`src/rtl/ex_stage.sv`:
```
// LC-3b execute stage: operand forwarding, B-operand select, ALU and target adder,
// plus the EX/MEM pipeline register with valid/stall/flush handling.
module ex_stage #(
    parameter bit FWD_EN = 1'b1,
    parameter int WIDTH  = 16
) (
    input  logic             clk,
    input  logic             reset,
    input  logic             id_valid,
    input  logic [WIDTH-1:0] pc_in,
    input  logic [WIDTH-1:0] sr1_in,
    input  logic [WIDTH-1:0] sr2_in,
    input  logic [2:0]       src1_in,
    input  logic [2:0]       src2_in,
    input  logic [2:0]       dest_in,
    input  logic [WIDTH-1:0] sext5_in,
    input  logic [WIDTH-1:0] sext6_in,
    input  logic [WIDTH-1:0] adj6_in,
    input  logic [WIDTH-1:0] adj9_in,
    input  logic [WIDTH-1:0] adj11_in,
    input  logic [2:0]       alu_op,
    input  logic [1:0]       bmux_sel,
    input  logic             tgt_sel,
    input  logic             reg_write_in,
    input  logic             mem_read_in,
    input  logic             mem_write_in,
    input  logic             wb_fwd_en,
    input  logic [2:0]       wb_fwd_dest,
    input  logic [WIDTH-1:0] wb_fwd_data,
    input  logic             mem_stall,
    input  logic             flush,
    output logic             ex_stall,
    output logic             exm_valid,
    output logic [WIDTH-1:0] exm_pc,
    output logic [WIDTH-1:0] exm_alu,
    output logic [WIDTH-1:0] exm_target,
    output logic [WIDTH-1:0] exm_store_data,
    output logic [2:0]       exm_dest,
    output logic             exm_reg_write,
    output logic             exm_mem_read,
    output logic             exm_mem_write
);

    typedef enum logic [2:0] {
        OP_ADD   = 3'd0,
        OP_AND   = 3'd1,
        OP_NOT   = 3'd2,
        OP_PASSA = 3'd3,
        OP_PASSB = 3'd4,
        OP_SLL   = 3'd5,
        OP_SRL   = 3'd6,
        OP_SRA   = 3'd7
    } alu_op_e;

    logic             ex_fwd_ok_s;
    logic [WIDTH-1:0] opa_s;
    logic [WIDTH-1:0] fwd2_s;
    logic [WIDTH-1:0] opb_s;
    logic [WIDTH-1:0] alu_s;
    logic [WIDTH-1:0] target_s;
    logic [3:0]       shamt_s;

    // A load in EX/MEM has no data yet, so it never sources a forward.
    assign ex_fwd_ok_s = exm_valid & exm_reg_write & ~exm_mem_read;
    assign ex_stall    = mem_stall;

    // Source 1 forwarding: EX/MEM beats WB beats register file.
    always_comb begin
        opa_s = sr1_in;
        if (FWD_EN && ex_fwd_ok_s && (exm_dest == src1_in)) begin
            opa_s = exm_alu;
        end else if (FWD_EN && wb_fwd_en && (wb_fwd_dest == src1_in)) begin
            opa_s = wb_fwd_data;
        end else begin
            opa_s = sr1_in;
        end
    end

    // Source 2 forwarding, same priority; also feeds the store data.
    always_comb begin
        fwd2_s = sr2_in;
        if (FWD_EN && ex_fwd_ok_s && (exm_dest == src2_in)) begin
            fwd2_s = exm_alu;
        end else if (FWD_EN && wb_fwd_en && (wb_fwd_dest == src2_in)) begin
            fwd2_s = wb_fwd_data;
        end else begin
            fwd2_s = sr2_in;
        end
    end

    // B operand select.
    always_comb begin
        opb_s = fwd2_s;
        case (bmux_sel)
            2'd0:    opb_s = fwd2_s;
            2'd1:    opb_s = sext5_in;
            2'd2:    opb_s = sext6_in;
            2'd3:    opb_s = adj6_in;
            default: opb_s = fwd2_s;
        endcase
    end

    assign shamt_s  = opb_s[3:0];
    assign target_s = pc_in + (tgt_sel ? adj11_in : adj9_in);

    // ALU.
    always_comb begin
        alu_s = {WIDTH{1'b0}};
        case (alu_op_e'(alu_op))
            OP_ADD:   alu_s = opa_s + opb_s;
            OP_AND:   alu_s = opa_s & opb_s;
            OP_NOT:   alu_s = ~opa_s;
            OP_PASSA: alu_s = opa_s;
            OP_PASSB: alu_s = opb_s;
            OP_SLL:   alu_s = opa_s << shamt_s;
            OP_SRL:   alu_s = opa_s >> shamt_s;
            OP_SRA:   alu_s = $unsigned($signed(opa_s) >>> shamt_s);
            default:  alu_s = {WIDTH{1'b0}};
        endcase
    end

    // EX/MEM register: reset clears, stall holds, flush/idle loads a zeroed bubble.
    always_ff @(posedge clk) begin
        if (!reset) begin
            exm_valid      <= 1'b0;
            exm_pc         <= {WIDTH{1'b0}};
            exm_alu        <= {WIDTH{1'b0}};
            exm_target     <= {WIDTH{1'b0}};
            exm_store_data <= {WIDTH{1'b0}};
            exm_dest       <= 3'd0;
            exm_reg_write  <= 1'b0;
            exm_mem_read   <= 1'b0;
            exm_mem_write  <= 1'b0;
        end else if (!mem_stall) begin
            if (flush || !id_valid) begin
                exm_valid      <= 1'b0;
                exm_pc         <= {WIDTH{1'b0}};
                exm_alu        <= {WIDTH{1'b0}};
                exm_target     <= {WIDTH{1'b0}};
                exm_store_data <= {WIDTH{1'b0}};
                exm_dest       <= 3'd0;
                exm_reg_write  <= 1'b0;
                exm_mem_read   <= 1'b0;
                exm_mem_write  <= 1'b0;
            end else begin
                exm_valid      <= 1'b1;
                exm_pc         <= pc_in;
                exm_alu        <= alu_s;
                exm_target     <= target_s;
                exm_store_data <= fwd2_s;
                exm_dest       <= dest_in;
                exm_reg_write  <= reg_write_in;
                exm_mem_read   <= mem_read_in;
                exm_mem_write  <= mem_write_in;
            end
        end
    end

endmodule

```
`config.mk`:
```
export PLATFORM = sky130hd
export DESIGN_NAME = ex_stage
export DESIGN_NICKNAME = d
export VERILOG_FILES = /design/src/rtl/ex_stage.sv
export SDC_FILE = /design/constraint.sdc
export NUM_CORES = 1
export LEC_CHECK = 0
export ABC_AREA = 1
export CORE_MARGIN = 10
export CORE_UTILIZATION = 45
export CTS_CLUSTER_DIAMETER = 30
export DETAILED_ROUTE_END_ITERATION = 10
export GPL_TIMING_DRIVEN = 0
export PLACE_DENSITY = 0.79
export SLEW_MARGIN = 20
export SYNTH_ARGS = -nofsm -noshare
export SYNTH_HDL_FRONTEND = slang
export SYNTH_SLANG_ARGS = --single-unit
```
`constraint.sdc`:
```
create_clock -name clk -period 8.1 [get_ports clk]
set_input_delay 1.62 -clock clk [delete_from_list [all_inputs] [get_ports clk]]
set_output_delay 1.62 -clock clk [all_outputs]
set_load 0.05 [all_outputs]
```
# --- Word level (Yosys, flattened, before mapping) ---
# Index checks and enable logic that the tools add are counted.
word_totals:
  register_bits: 71
  wordCells: 57
classes:
  n_addsub: 2
  n_eq_ne: 14
  shifts: 3
  mux: 16
  n_bitwise: 5
  n_reduce_logical: 8
op_table:
  columns: ["operator", "n"]
  rows:
  - ["16-bit two-way mux", 9]
  - ["16-bit case mux with 8 select lines", 1]
  - ["16-bit case mux with 4 select lines", 1]
  - ["16-bit adder", 2]
  - ["16-bit AND", 1]
  - ["16-bit inverter", 1]
  - ["16-bit by 4-bit left shift with 16-bit output", 1]
  - ["16-bit by 4-bit right shift with 16-bit output", 1]
  - ["16-bit by 4-bit >>> shifter with 16-bit output", 1]
  - ["3-bit equality test", 4]
  - ["3-bit equality test, second input constant", 4]
  - ["3-bit by 2-bit equality test with 1-bit output, second input constant", 2]
  - ["2-bit equality test, second input constant", 2]
  - ["1-bit logical AND", 4]
  - ["1-bit two-way mux", 4]
  - ["3-bit by 1-bit equality test with 1-bit output, second input constant", 1]
  - ["3-bit logical NOT", 1]
  - ["3-bit two-way mux", 1]
  - ["1-bit AND", 2]
  - ["2-bit by 1-bit equality test with 1-bit output, second input constant", 1]
  - ["2-bit logical NOT", 1]
  - ["1-bit logical NOT", 1]
  - ["1-bit logical OR", 1]
  - ["1-bit inverter", 1]

# --- Logic depth before layout (Yosys ltp) ---
# Gate-level depths: netlist of the first run.
logic_depth:
  word_depth: 8
  depth_mapped: 25
  depth_no_buf: 25

# --- Worst setup path after synthesis of the first run ---
# Ideal clock, no wire load.
synth_path:
  kind: "input port to flip-flop"
  startpoint: "input tgt_sel"
  endpoint: "register exm_target[14]"
  arrival_ns: 4.251
  slack_ns: 3.717
  cell_stages: 18
  path_buffers: 2
  path_cell_list: "clkbuf_1 clkbuf_1 mux2_2 ha_1 inv_1 nor3_1 a21oi_1 or2_2 a21oi_1 nand3_1 nand2_1 nand2_1 nand2_1 a21oi_1 nor2_1 nor2_1 nand2_1 a21oi_1"
synth_via:
  elab_chain_len: 3
synth_lines:
  columns: ["element", "line_no", "source"]
  rows:
  - ["from (decl)", "23", "input logic tgt_sel,"]
  - ["16-bit two-way mux", "104", "assign target_s = pc_in + (tgt_sel ? adj11_in : adj9_in);"]
  - ["16-bit adder", "104", null]
  - ["16-bit two-way mux", "135", "if (flush || !id_valid) begin"]
  - ["to (signal assigned)", "128", "exm_target <= {WIDTH{1'b0}};"]
  - ["to (signal assigned)", "139", "exm_target <= {WIDTH{1'b0}};"]
  - ["to (signal assigned)", "149", "exm_target <= target_s;"]
  - ["to (decl)", "36", "output logic [WIDTH-1:0] exm_target,"]
# Every way passes these cells.
# A chain may end at the register's enable or synchronous reset.

# --- Final worst setup path of the first run ---
layout_path:
  startpoint: "input src2_in[0]"
  endpoint: "register exm_alu[12]"
layout_via:
  elab_chain_len: 8
layout_lines:
  columns: ["element", "line_no", "source"]
  rows:
  - ["from (decl)", "14", "input logic [2:0] src2_in,"]
  - ["3-bit equality test", "84", "end else if (FWD_EN && wb_fwd_en && (wb_fwd_dest == src2_in)) begin"]
  - ["1-bit logical AND", "84", null]
  - ["16-bit two-way mux", "84", null]
  - ["16-bit two-way mux (*)", "82", "if (FWD_EN && ex_fwd_ok_s && (exm_dest == src2_in)) begin"]
  - ["16-bit case mux with 4 select lines (*)", "94", "case (bmux_sel)"]
  - ["16-bit adder (tied with other cells)", "110", "OP_ADD: alu_s = opa_s + opb_s;"]
  - ["16-bit case mux with 8 select lines (*)", "109", "case (alu_op_e'(alu_op))"]
  - ["16-bit two-way mux (*)", "135", null]
  - ["to (signal assigned)", "127", "exm_alu <= {WIDTH{1'b0}};"]
  - ["to (signal assigned)", "138", "exm_alu <= {WIDTH{1'b0}};"]
  - ["to (signal assigned)", "148", "exm_alu <= alu_s;"]
  - ["to (decl)", "35", "output logic [WIDTH-1:0] exm_alu,"]
# Every way passes the cells marked *; elsewhere a longest branch is shown, timed or not.

==> results of run 1 <==
[per-stage QoR]
stage | hold WS [ns] | instance area [um^2] | std cells | util (%) | setup slack, ns
after detailed placement | 0.457 | 10700 | 1861 | 61.4 | 2.69
final | 0.466 | 10900 | 1877 | 63.1 | 2.84
after CTS | 0.465 | 10900 | 1877 | 63.1 | 3.03
after global routing | 0.480 | 10900 | 1877 | 63.1 | 2.63
after global placement | 0.451 | 10700 | 1861 | 61.4 | 2.69
after floorplan | 0.690 | 7970 | 1396 | - | 3.72
[power groups by stage]
stage / Combinational (uW) / Clock [uW] / Sequential (uW)
CTS: 710 / 384 / 368
finish: 730 / 386 / 368
global placement: 701 / 0 / 375
global route: 786 / 401 / 369
detailed placement: 704 / 0 / 375
floorplan: 401 / 0 / 410
[placed cells by master (no fill, tap or decap), types with 9 or more instances in the layout]
master and count:
nand4_1 18, buf_6 9, clkdlybuf4s50_1 240, nand3_2 14, ha_1 31, clkbuf_1 32
inv_1 105, buf_2 17, nor2_1 67, mux2_2 15, dfxtp_1 71, clkbuf_16 9
a21oi_1 130, nor3_1 9, o21ai_1 14, o21ai_0 57, nand2_1 487, nand2_2 15
nand3_1 206
[sequential cells by signal, indices dropped and copies added (netlist names)]
signal	count
exm_pc	16
exm_mem_read	1
exm_dest	3
exm_target	16
exm_reg_write	1
exm_valid	1
exm_mem_write	1
exm_alu	16
exm_store_data	16
[cell type report]
class	count	area, um^2	share of cell area [%]
multi-input cells	1146	5770	52.7
repair buffers	240	2400	21.9
flip-flops and latches	71	1420	13.0
inverters	115	437	3.99
plain buffers	64	344	3.14
well taps	225	282	2.57
clock buffers	10	239	2.18
clock inverters	6	51.3	0.469
[worst max path at each step]
| stage | startpoint | end | slack [ns] | depth (start not counted) |
|---|---|---|---|---|
| 2_1_floorplan | tgt_sel | exm_target[14] | 3.72 | 18 |
| 3_5_place_dp | src2_in[0] | exm_alu[15] | 2.69 | 21 |
| 6_report | src2_in[0] | exm_alu[12] | 2.84 | 19 |
| 4_1_cts | src2_in[0] | exm_alu[15] | 3.03 | 21 |
| 3_3_place_gp | src2_in[0] | exm_alu[12] | 2.69 | 19 |
| 5_1_grt | src2_in[0] | exm_alu[15] | 2.63 | 21 |
[routing by layer]
layer / vias to the layer above / GRT usage, % / routed length (um)
met5: - / 0 / 0
met2: 661 / 57.2 / 19600
met1: 5041 / 34.8 / 14500
met3: 146 / 10.5 / 4550
met4: 0 / 17.2 / 2280
li1: 5188 / - / -
[cells in the mapped netlist (4+ instances only)]
| cell | n | area (um^2) |
|---|---|---|
| a211oi_1 | 6 | 45.0 |
| a21oi_1 | 130 | 651 |
| a22o_1 | 4 | 35.0 |
| buf_2 | 17 | 85.1 |
| buf_4 | 4 | 30.0 |
| buf_6 | 9 | 101 |
| clkbuf_1 | 32 | 120 |
| dfxtp_1 | 71 | 1420 |
| ha_1 | 31 | 388 |
| inv_1 | 105 | 394 |
| inv_2 | 7 | 26.3 |
| mux2_2 | 15 | 169 |
| nand2_1 | 487 | 1830 |
| nand2_2 | 15 | 93.8 |
| nand2_4 | 5 | 56.3 |
| nand3_1 | 206 | 1030 |
| nand3_2 | 14 | 140 |
| nand3b_1 | 4 | 30.0 |
| nand4_1 | 18 | 113 |
| nor2_1 | 67 | 251 |
| nor2_2 | 4 | 25.0 |
| nor2_4 | 5 | 56.3 |
| nor3_1 | 9 | 45.0 |
| o2111ai_1 | 4 | 35.0 |
| o211ai_1 | 7 | 52.6 |
| o21ai_0 | 57 | 285 |
| o21ai_1 | 14 | 70.1 |
| o22ai_1 | 5 | 31.3 |
| or2_2 | 7 | 43.8 |
| xor2_1 | 5 | 43.8 |
[worst max-delay path: cells and delay by family]
| kind | cells | cell delay [ns] |
|---|---|---|
| and+or+nand+nor | 10 | 1.16 |
| buffers and inverters | 3 | 1.07 |
| adders and majority gates | 1 | 0.32 |
| AOI/OAI and AO/OA | 5 | 1.29 |
[kinds of logic (layout without fill, tap and decap cells)]
group | Yosys count | after routing
and+or+nand+nor | 847 | 847
AOI/OAI and AO/OA | 245 | 245
buffers and inverters | 179 | 435
DFF | 71 | 71
adders and majority gates | 32 | 32
muxes | 16 | 16
xor gates and xnor gates | 6 | 6
==> reports/qor.yml, run 1 <==
die:
  die_w_um: 153
  start_util_pct: 45.9
  core-area_mm2: 0.0174
  die_area_mm2: 0.0234
  die_y_um: 153
  row_count: 48
  io_pins: 243
logic_synthesis:
  synth_xor_area_share_pct: 0.659
  ys_ff_latch: 71
  ys_seq_area_share_pct: 17.8
  synthAdderAreaFrac_pct: 5.12
  synthSimpleGateAreaFrac_pct: 47.2
  async_flop_share_pct: 0
  ys.flop_type: "dfxtp_1"
  muxShareOfSynthArea_pct: 2.24
  synth_top_family_by_area: "simple AND/OR/NAND/NOR gates"
  netlist_instances: 1396
  syn_nets: 1599
  syn_area_per_cell_um2: 5.71
  synth_edf_count: 0
  ys_warn_count: 0
  synth_cell_types: 50
  synth_compound_area_share_pct: 17.1
  synthesis.area_mm2: 0.00797
sta:
  fin_crit_sh_pct: 64.9
  finalCriticalPeriod_ns: 5.26
  setup_viol: 0
  max_clock_freq_mhz: 190
  fin_skew_ns: 0.00679
  rsz0062_at_grt: "no"
  finalSetupTns_ns: 0
  slew_headroom_pct: 46.0
  timing_max_transition_violations_final: 0
  worstMarginPinSlew_ns: 0.801
  hold_viol_final: 0
drt:
  wirelength_um: 41000
  wl_per_cell_um: 21.8
  viasPerCell: 5.88
  drt_iter0_drc: 1042
  post-route-drc-count: 0
  drt_pre_antenna_iters: 6
  dr_total_vias: 11036
  drtAntennaViolNets: 0
setup_path:
  path_cells: "clkdlybuf4s50_1, inv_1, nor2_1, nor2_4, nand2_4, clkbuf_1, nor2_1, o21ai_0, nand2_1, nand4_1, ha_1, a21oi_1, o21a_1, o221a_2, nand2_1, nand2_1, nand3_1, nand3_1, a21oi_1"
  rrSetupSlack_ns: 4.40
  cp.required_ns: 8.30
  r2r_start: "exm_dest[0]"
  critPathCaptureType: "flop"
  cp.arrival_ns: 5.45
  cpMostUsedCell: "nand2_1"
  worstSetupPathType: "in -> reg"
  r2r_cells: 19
  critPathMaxStageDelay_ns: 0.52
  worst-path-max-fanout: 10
  r2r_end: "exm_alu[12]"
  crit_slowest_cell: "clkbuf_1"
  worstSetupStartpointType: "input port"
outcome:
  outcome: "finished clean"
global_route:
  grt_pass1_vias: 11027
  grt_use_total_pct: 32.9
  antenna_found_initial: 0
  grt_first_pass_wirelength_um: 62300
  grt_max_degree: 15
  grt-ovfl-total: 0
pwr:
  p_leak_uw: 0.00481
  pwr-share-clk_pct: 26.0
  power_switching_uw: 642
  p_per_area_mw_per_mm2: 136
  seqPwrFrac_pct: 24.8
  swShare_pct: 43.3
  finalPower_uw: 1480
  comb_power_share_pct: 49.2
  power.internal_uw: 842
  peakVddDrop_v: 0.000142
clock_tree:
  clk_latency_ns: 0.34
  cts_hold_buf: 0
  htree_levels: 3
  cts_resized: 0
  clockRootBuffer: "clkbuf_16"
  cts_setup_buffers: 0
  clock-sinks: 71
  cts_buffers: 9
  clk_pin_slew_ns: 0.06
  cts_tree: "done"
  cts_buffer_depth: 2
min_path:
  worstHoldEndpoint: "exm_target[0]"
  worstHoldPathCells: 2
  hold_start: "exm_target[0]"
  hold_path.class: "reg -> reg"
final_layout:
  drive_gt1_share_pct: 7.81
  fillCellCount: 1602
  syn_to_final_growth_pct: 37.3
  diodes: 0
  fin_nets: 1850
place:
  io_buffers: 240
  gp_congestion: 1.08
  dp_hpwl_um: 33900
flow_run:
  maxCapViolCount: 0
No activity file was read; power rests on OpenSTA's default activity.
==> run 2: changes to the inputs <==
==> constraint.sdc (replaced) <==
create_clock -name clk -period 5.32 [get_ports clk]
set_input_delay 1.064 -clock clk [delete_from_list [all_inputs] [get_ports clk]]
set_output_delay 1.064 -clock clk [all_outputs]
set_load 0.05 [all_outputs]
==> results of run 2 <==
Same layout as run 1 (identical final DEF). Status: finished clean.
Main changes from that run: setup slack after placement 2.69 ns -> 0.470 ns; setup slack after layout 2.84 ns -> 0.619 ns; register-to-register setup slack 4.40 ns -> 1.62 ns; total power 1480 uW -> 2260 uW; worst IR drop on VDD 0.000142 V -> 0.000216 V
